===== src/rtl/seg7_pkg.sv =====
// Shared 7-segment definitions.
// Holds the active-low segment patterns for hex digits 0..F, so the
// hex-to-segment encoders and the scan-capture decoder use one table.
// Segment vectors are [0:6] = a..g, so bit 0 is segment a.
package seg7_pkg;

  typedef logic [0:6] seg_t;

  // Result of decoding one segment pattern.
  typedef struct packed {
    logic       hit;       // pattern is one of the 16 hex glyphs
    logic       is_blank;  // all segments off
    logic [3:0] nibble;    // decoded value, meaningful only when hit
  } seg_dec_t;

  localparam seg_t SEG_BLANK = 7'b1111111;

  localparam seg_t SEG_HEX [0:15] = '{
    7'b0000001, 7'b1001111, 7'b0010010, 7'b0000110,
    7'b1001100, 7'b0100100, 7'b0100000, 7'b0001111,
    7'b0000000, 7'b0001100, 7'b0001000, 7'b1100000,
    7'b0110001, 7'b1000010, 7'b0110000, 7'b0111000
  };

endpackage


===== src/rtl/seg7_scan_if.sv =====
// Multiplexed 7-segment scan bus.
//   seg_n : segments a..g, active low
//   an_n  : digit enables, active low, bit k = digit k
// master = display driver side, slave = capture side.
interface seg7_scan_if #(
  parameter int NUM_DIGITS = 4
);
  import seg7_pkg::*;

  seg_t                  seg_n;
  logic [NUM_DIGITS-1:0] an_n;

  modport master (output seg_n, output an_n);
  modport slave  (input  seg_n, input  an_n);

endinterface


===== src/rtl/seg7_to_hex.sv =====
// Combinational segment-pattern decoder.
//   seg : active-low segment pattern (a..g)
//   dec : {hit, is_blank, nibble}
module seg7_to_hex
  import seg7_pkg::*;
(
  input  seg_t     seg,
  output seg_dec_t dec
);

  always_comb begin
    dec          = '0;
    dec.is_blank = (seg == SEG_BLANK);
    for (int i = 0; i < 16; i++) begin
      if (seg == SEG_HEX[i]) begin
        dec.hit    = 1'b1;
        dec.nibble = 4'(i);
      end
    end
  end

endmodule


===== src/rtl/seg7_scan_capture.sv =====
// Receive side of a multiplexed 7-segment display.
// Samples {an_n, seg_n} every cycle, waits for STABLE_CYCLES identical
// samples, then commits the pattern once to the enabled digit.
//   clk, reset   : clock, synchronous active-high reset
//   scan         : seg7_scan_if.slave (seg_n, an_n)
//   hex_out      : decoded nibble per digit, digit k at [4k+3:4k]
//   digit_valid  : digit holds a decoded value
//   blank        : digit last committed as all-off
//   update       : one-cycle pulse on a valid/blank commit
//   err_pulse    : one-cycle pulse on invalid pattern or multi-digit enable
//   err_count    : saturating error count
module seg7_scan_capture
  import seg7_pkg::*;
#(
  parameter int NUM_DIGITS    = 4,
  parameter int STABLE_CYCLES = 8,
  parameter int ERRCNT_W      = 8
) (
  input  logic                    clk,
  input  logic                    reset,
  seg7_scan_if.slave              scan,
  output logic [4*NUM_DIGITS-1:0] hex_out,
  output logic [NUM_DIGITS-1:0]   digit_valid,
  output logic [NUM_DIGITS-1:0]   blank,
  output logic                    update,
  output logic                    err_pulse,
  output logic [ERRCNT_W-1:0]     err_count
);

  localparam int CNT_W  = $clog2(STABLE_CYCLES + 1);
  localparam int SAMP_W = NUM_DIGITS + 7;

  logic [SAMP_W-1:0]       samp_d, samp_q;
  logic [CNT_W-1:0]        cnt_d, cnt_q;
  logic [4*NUM_DIGITS-1:0] hex_d, hex_q;
  logic [NUM_DIGITS-1:0]   valid_d, valid_q;
  logic [NUM_DIGITS-1:0]   blank_d, blank_q;
  logic                    update_d, update_q;
  logic                    err_d, err_q;
  logic [ERRCNT_W-1:0]     errcnt_d, errcnt_q;

  logic                    commit;
  seg_t                    samp_seg;
  logic [NUM_DIGITS-1:0]   an_act;
  logic                    an_any, an_multi;
  seg_dec_t                dec;

  assign samp_seg = samp_q[6:0];
  assign an_act   = ~samp_q[SAMP_W-1:7];
  assign an_any   = |an_act;
  // Clearing the lowest set bit leaves something only if two or more are set.
  assign an_multi = |(an_act & (an_act - 1'b1));

  seg7_to_hex u_dec (
    .seg (samp_seg),
    .dec (dec)
  );

  // Stability window: the counter reaches STABLE_CYCLES exactly once per
  // run of identical samples, so commit is a single-cycle event.
  always_comb begin
    samp_d = {scan.an_n, scan.seg_n};
    commit = 1'b0;
    if (samp_d != samp_q) begin
      cnt_d = '0;
    end else if (cnt_q != CNT_W'(STABLE_CYCLES)) begin
      cnt_d  = cnt_q + 1'b1;
      commit = (cnt_q == CNT_W'(STABLE_CYCLES - 1));
    end else begin
      cnt_d = cnt_q;
    end
  end

  always_comb begin
    hex_d    = hex_q;
    valid_d  = valid_q;
    blank_d  = blank_q;
    errcnt_d = errcnt_q;
    update_d = 1'b0;
    err_d    = 1'b0;
    if (commit && an_any) begin
      if (an_multi) begin
        err_d = 1'b1;
      end else begin
        for (int k = 0; k < NUM_DIGITS; k++) begin
          if (an_act[k]) begin
            if (dec.hit) begin
              hex_d[4*k +: 4] = dec.nibble;
              valid_d[k]      = 1'b1;
              blank_d[k]      = 1'b0;
              update_d        = 1'b1;
            end else if (dec.is_blank) begin
              valid_d[k] = 1'b0;
              blank_d[k] = 1'b1;
              update_d   = 1'b1;
            end else begin
              valid_d[k] = 1'b0;
              blank_d[k] = 1'b0;
              err_d      = 1'b1;
            end
          end
        end
      end
      if (err_d && (errcnt_q != {ERRCNT_W{1'b1}})) begin
        errcnt_d = errcnt_q + 1'b1;
      end
    end
  end

  always_ff @(posedge clk) begin
    if (reset) begin
      samp_q   <= '1;
      cnt_q    <= '0;
      hex_q    <= '0;
      valid_q  <= '0;
      blank_q  <= '0;
      update_q <= 1'b0;
      err_q    <= 1'b0;
      errcnt_q <= '0;
    end else begin
      samp_q   <= samp_d;
      cnt_q    <= cnt_d;
      hex_q    <= hex_d;
      valid_q  <= valid_d;
      blank_q  <= blank_d;
      update_q <= update_d;
      err_q    <= err_d;
      errcnt_q <= errcnt_d;
    end
  end

  assign hex_out     = hex_q;
  assign digit_valid = valid_q;
  assign blank       = blank_q;
  assign update      = update_q;
  assign err_pulse   = err_q;
  assign err_count   = errcnt_q;

endmodule


===== src/flat_wrapper.sv =====
// flat-port wrapper written by rule: the top's interface ports become plain ports
module seg7_scan_capture_flat import seg7_pkg::*;
#(
  parameter int NUM_DIGITS    = 4,
  parameter int STABLE_CYCLES = 8,
  parameter int ERRCNT_W      = 8
)
  (clk, reset, hex_out, digit_valid, blank, update, err_pulse, err_count, scan_seg_n, scan_an_n);
  seg7_scan_if #(.NUM_DIGITS(NUM_DIGITS)) scan_i ();
  input  logic clk;
  input  logic reset;
  output logic [4*NUM_DIGITS-1:0] hex_out;
  output logic [NUM_DIGITS-1:0] digit_valid;
  output logic [NUM_DIGITS-1:0] blank;
  output logic update;
  output logic err_pulse;
  output logic [ERRCNT_W-1:0] err_count;
  input wire logic [$bits(scan_i.seg_n)-1:0] scan_seg_n;
  input wire logic [$bits(scan_i.an_n)-1:0] scan_an_n;
  assign scan_i.seg_n = scan_seg_n;
  assign scan_i.an_n = scan_an_n;
  seg7_scan_capture #(.NUM_DIGITS(NUM_DIGITS), .STABLE_CYCLES(STABLE_CYCLES), .ERRCNT_W(ERRCNT_W)) u_core (.clk(clk), .reset(reset), .scan(scan_i), .hex_out(hex_out), .digit_valid(digit_valid), .blank(blank), .update(update), .err_pulse(err_pulse), .err_count(err_count));
endmodule

===== config.mk =====
export PLATFORM = sky130hd
export DESIGN_NAME = seg7_scan_capture_flat
export DESIGN_NICKNAME = d
export VERILOG_FILES = /design/src/rtl/seg7_pkg.sv /design/src/rtl/seg7_scan_if.sv /design/src/rtl/seg7_to_hex.sv /design/src/rtl/seg7_scan_capture.sv /design/src/flat_wrapper.sv
export SDC_FILE = /design/constraint.sdc
export NUM_CORES = 1
export LEC_CHECK = 0
export ABC_AREA = 1
export BUFFER_PORTS_ARGS = -buffer_cell sky130_fd_sc_hd__buf_2
export CAP_MARGIN = 20
export CORE_MARGIN = 8
export CORE_UTILIZATION = 59
export DETAILED_ROUTE_END_ITERATION = 12
export PLACE_DENSITY = 0.88
export SETUP_SLACK_MARGIN = 0.5
export SYNTH_ARGS = -nofsm -noshare
export SYNTH_HDL_FRONTEND = slang
export SYNTH_SLANG_ARGS = --single-unit

===== constraint.sdc =====
create_clock -name clk -period 5.48 [get_ports clk]
set_clock_uncertainty 0.15 [all_clocks]
set_input_delay 1.096 -clock clk [delete_from_list [all_inputs] [get_ports clk]]
set_output_delay 1.096 -clock clk [all_outputs]
set_load 0.01 [all_outputs]

# Yosys cells after proc, flatten, opt, wreduce, memory -nomap -nowiden

Index checks and enable logic that the tools add are counted.

Register bits: 49
Bits of input ports: 13

$add $sub $neg: 3
Equality and inequality tests: 20
Multiplexer cells: 61
Bitwise operators: 4
Reduce and logical (&&, ||, !) cells: 17

Operators with widths:

| cell                                                               | count |
|---|---|
| 4-bit 2-to-1 mux                                                   | 14 |
| 1-bit 2-to-1 mux                                                   | 47 |
| 7-bit by 6-bit == test with 1-bit output, second input constant    | 5 |
| 7-bit == test, second input constant                               | 5 |
| 7-bit by 4-bit == test with 1-bit output, second input constant    | 3 |
| 4-bit AND reduction                                                | 4 |
| 3-bit AND reduction                                                | 4 |
| 11-bit != test                                                     | 1 |
| 8-bit by 1-bit adder with 8-bit output, second input constant      | 1 |
| 8-bit != test, second input constant                               | 1 |
| 4-bit OR reduction                                                 | 2 |
| 7-bit by 1-bit == test with 1-bit output, second input constant    | 1 |
| 7-bit by 3-bit == test with 1-bit output, second input constant    | 1 |
| 7-bit by 5-bit == test with 1-bit output, second input constant    | 1 |
| 7-bit zero test                                                    | 1 |
| 6-bit OR reduction                                                 | 1 |
| 4-bit by 1-bit adder with 4-bit output, second input constant      | 1 |
| 4-bit AND                                                          | 1 |
| 4-bit by 3-bit == test with 1-bit output, second input constant    | 1 |
| 4-bit != test, second input constant                               | 1 |
| 4-bit NOT                                                          | 1 |
| 2-bit OR reduction                                                 | 2 |
| 4-bit by 1-bit subtractor with 4-bit output, second input constant | 1 |
| 1-bit logical AND                                                  | 2 |
| 2 further kinds                                                    | 3 |

# Logic depth before layout (Yosys ltp)

Depth in word-level cells: 32
Depth in mapped cells: 12
Gate-level depth less buffers: 12

# By module

From an unflattened synthesis, not the netlist that was laid out.

Cell total of the unflattened synthesis: 413
Area, all modules: 2622.5 sq um

By module, submodules not included:

| module            | instances | cells each | area each (sq um) | sequential area each (sq um) |
|---|---|---|---|---|
| seg7_scan_capture | 1         | 343        | 2285.9            | 980.9 |
| seg7_to_hex       | 1         | 70         | 336.6             | 0.0 |

# Worst setup path before layout

No wires, ideal clock.

Kind: input to register
From: in scan_seg_n[1]
To: reg u_core.hex_q[11], in the netlist u_core.hex_out[11]
Setup time: 0.128 ns
Arrival time: 2.259 ns
Data required time: 5.202 ns
Path slack: 2.943 ns
Cell stages on the path: 8
Buffers on the path: 0
Cells stage by stage: xnor2_1 > nand3_2 > nor3_4 > nand4_4 > nor2_4 > nand2_4 > a22oi_1 > nor2_1

Cells in the longest elaborated chain, start to end: 4

Ends and longest elaborated chain:

| element                              | RTL line                 | text |
|---|---|---|
| start: declaration                   | flat_wrapper.sv:18       | `input wire logic [$bits(scan_i.seg_n)-1:0] scan_seg_n;` |
| 11-bit != test                       | seg7_scan_capture.sv:64  | `if (samp_d != samp_q) begin` |
| 1-bit 2-to-1 mux                     | seg7_scan_capture.sv:64  |  |
| 1-bit logical AND                    | seg7_scan_capture.sv:81  | `if (commit && an_any) begin` |
| 4-bit AND reduction (no source line) | n/a                      |  |
| end signal: assignment               | seg7_scan_capture.sv:114 | `hex_q <= '0;` |
| end signal: assignment               | seg7_scan_capture.sv:123 | `hex_q <= hex_d;` |
| end: declaration                     | seg7_scan_capture.sv:35  | `logic [4*NUM_DIGITS-1:0] hex_d, hex_q;` |

No other way between the ends.
A chain may end at the register's enable or synchronous reset.

# Final worst setup path

From: in scan_seg_n[1]
To: reg u_core.errcnt_q[0], in the netlist u_core.err_count[0]

Cells in the longest elaborated chain, start to end: 4

Ends and longest elaborated chain:

| element                              | RTL line                 | text |
|---|---|---|
| 11-bit != test                       | seg7_scan_capture.sv:64  |  |
| 1-bit 2-to-1 mux                     | seg7_scan_capture.sv:64  |  |
| 1-bit logical AND                    | seg7_scan_capture.sv:81  |  |
| 2-bit AND reduction (no source line) | n/a                      |  |
| end signal: assignment               | seg7_scan_capture.sv:128 | `errcnt_q <= errcnt_d;` |
| end: declaration                     | seg7_scan_capture.sv:40  | `logic [ERRCNT_W-1:0] errcnt_d, errcnt_q;` |

No other way between the ends.

==> results.txt <==
post_cts resized -> 0
pwr dens -> 218.4 nW/µm²
crit share post-route -> 47.04%
endpoint class of the critical path -> flip-flop
CTS tree -> yes
Seq/Total Area, Yosys -> 38.75%
hold crit path type -> flip-flop to flip-flop
switching portion of total power -> 25.23%
Netlist cell types -> 40
WHS Path Cells -> 2
ys async rst share -> 0%
Avg WL per Cell -> 13.47 µm
Mean Syn Cell Area -> 8.061 µm²
die width -> 81.50 µm
io pins -> 47
FMAX -> 0.3879 GHz
crit path time final -> 2.578 ns
share of cells above drive strength 1 -> 29.56%
clock buffer count from CTS -> 5
Clock Pin Slew Worst Setup and Hold Paths -> 0.09 ns
most used cell, CP -> nor3_4
clk_lat worst skew -> 0.30 ns
slowest CP cell -> nor3_4
number of flops mapped to enable cells by yosys -> 0
WP data required -> 5.49 ns
Post-Syn Area -> 2531 µm²
Sw Pwr -> 0.1587 mW
final wirelength -> 5577 µm
CTS Hold Bufs -> 0
cells along the critical path -> buf_2 -> xnor2_1 -> nand3_2 -> nor3_4 -> nand2_2 -> nor3_4 -> nand3_4 -> nand2_1 -> a21oi_1
CTS max path bufs -> 2
final setup vio count -> 0
CP Class -> input port to flip-flop
Post-synth top flop -> dfxtp_1
vias per std cell -> 5.283
GR Util All Layers -> 17.63%
area of the multi-input gates -> 1406 µm²
CP startpoint kind -> input port
initial antenna violation count -> 0
setup tns final -> 0 ns
ANT nets after route -> 0
Leakage -> 1.380 nW
Synth Net Count -> 330
Final Hold Viols -> 0
row cnt -> 24
Filler cells -> 347
DR iter-0 viols -> 147
outcome -> finished clean
cell count of the worst reg-to-reg path -> 11
Worst Path Arrival -> 2.59 ns
crit-path max FO -> 9
setup repair after global routing missed its margin -> false
Initial Util -> 59.78%
length of the first detailed-routing pass in iterations -> 4
post-CTS setup buffers -> 0
die area -> 6642 µm²
global route overflow -> 0
core area -> 4234 µm²
Yosys warnings -> 0
Final nets -> 377
# DRC -> 0
clk root buf -> clkbuf_8
Area Growth Syn to Fin -> 13.74%
VDD IR max -> 149.4 µV
first-pass GRT wire length -> 9246 µm
Worst path max stage delay -> 0.36 ns
Logic pwr share -> 8.1%
cell count after synthesis -> 314
IO buf count -> 46
routability cong. -> 0.8466
Clk pwr share -> 33.4%
worst slew margin relative to its limit -> 63.29%
number of global-route vias before repair -> 2091
Pint -> 0.4701 mW
via count -> 2187
Finished Core Util -> 68.00%
pin slew with the least headroom to its limit -> 0.5507 ns
Die H -> 81.50 µm
number of max-cap violations -> 0
# diodes -> 0
dpl hpwl -> 4242 µm
H-tree levels -> 2
FF+latch count, synth -> 49
clock tree sinks -> 49
sequential share of power -> 58.5%
FF/Latch Area -> 980.9 µm²
pin count of the biggest net entering global routing -> 32
final slew viol count -> 0
-- synth_stat cells (6+ instances only) --
library cell,instances,share of area (%)
nor2_2,7,1.7
o21ai_1,9,1.8
or2_2,8,2.0
nand3_1,14,2.8
dfxtp_1,49,39
a21oi_1,14,2.8
inv_2,6,0.89
nor3_1,7,1.4
nand4_1,14,3.5
nor2_1,54,8.0
o21ai_0,6,1.2
xnor2_1,10,3.5
xor2_1,6,2.1
inv_1,17,2.5
nand2_4,6,2.7
nand2_1,38,5.6
-- power by group through the flow --
| stage | Combinational (mW) | Sequential (mW) | Clock (mW) |
|---|---|---|---|
| global route | 0.0561 | 0.369 | 0.229 |
| global placement | 0.0494 | 0.376 | 0 |
| detailed placement | 0.0510 | 0.377 | 0 |
| floorplan | 0.0404 | 0.374 | 0 |
| finish | 0.0509 | 0.368 | 0.210 |
| CTS | 0.0512 | 0.368 | 0.215 |
-- registers in the layout, indices dropped and copies added (netlist names) --
signal              count
u_core.hex_out         16
u_core.err_pulse        1
u_core.cnt_q            4
u_core.blank            4
u_core.samp_q          11
u_core.update           1
u_core.err_count        8
u_core.digit_valid      4
-- kinds of logic after synthesis --
logic type	count (synthesis)	synth area share, %
XOR/XNOR	17	6.624
buffers and inverters	33	5.684
AO/OA/AOI/OAI	43	10.63
AND/OR/NAND/NOR	169	36.83
adder cells (fa/ha/maj)	3	1.483
flip-flops	49	38.75
-- area by class of cell --
cell class              instances  area share [%]
multi-input cells             232           48.85
inverters                      27           3.824
well taps                      52           2.260
repair buffers                 46           7.997
clock buffers                   6           2.521
flip-flops and latches         49           34.07
clock inverters                 2          0.4781
-- placed cells by master (no fill, tap or decap), drive strengths merged --
master,count
nor2,66
dfxtp,49
nand2,48
buf,46
inv,24
o21ai,18
nand3,17
nand4,16
a21oi,14
xnor2,11
nor3,11
or2,8
xor2,6
clkbuf,6
clkinv,5
a211oi,4
a22oi,4
ha,3
nand3b,1
o22ai,1
o211ai,1
a311o,1
or3,1
nor3b,1
-- path summary, 6_finish.rpt --
check | start | to | slack [ns]
worst max-delay path | scan_seg_n[1] | u_core.err_count[0] | 2.90
worst min-delay path | u_core.digit_valid[2] | u_core.digit_valid[2] | 0.34
worst min register to register | u_core.digit_valid[2] | u_core.digit_valid[2] | 0.34
worst max register to register | u_core.samp_q[4] | u_core.err_count[0] | 3.27
-- per-layer routing --
layer	part of all wire, %	track usage (%)	up-vias
met1	43	21.26	980
li1	-	-	1139
met4	1.9	7.857	0
met2	49	29.67	58
met5	0	0	-
met3	5.8	3.501	10
-- critical path: cells and delay by family --
| family | cells | cell delay (ns) |
|---|---|---|
| simple gates | 6 | 1.18 |
| xor+xnor | 1 | 0.15 |
| buf+inv | 1 | 0.11 |
| compound gates | 1 | 0.07 |
-- through the flow --
stage / hold WS (ns) / instance area (µm²) / setup slack [ns] / power, mW / instances
2_1_floorplan: 0.3444 / 2531 / 2.943 / 0.4146 / 314
3_3_place_gp: 0.3154 / 2793 / 2.648 / 0.4256 / 406
3_5_place_dp: 0.3292 / 2793 / 2.591 / 0.4275 / 406
4_1_cts: 0.3412 / 2879 / 2.920 / 0.6343 / 414
5_1_grt: 0.3555 / 2879 / 2.772 / 0.6541 / 414
6_report: 0.3395 / 2879 / 2.902 / 0.6288 / 414
(Power assumes the default switching activity.)
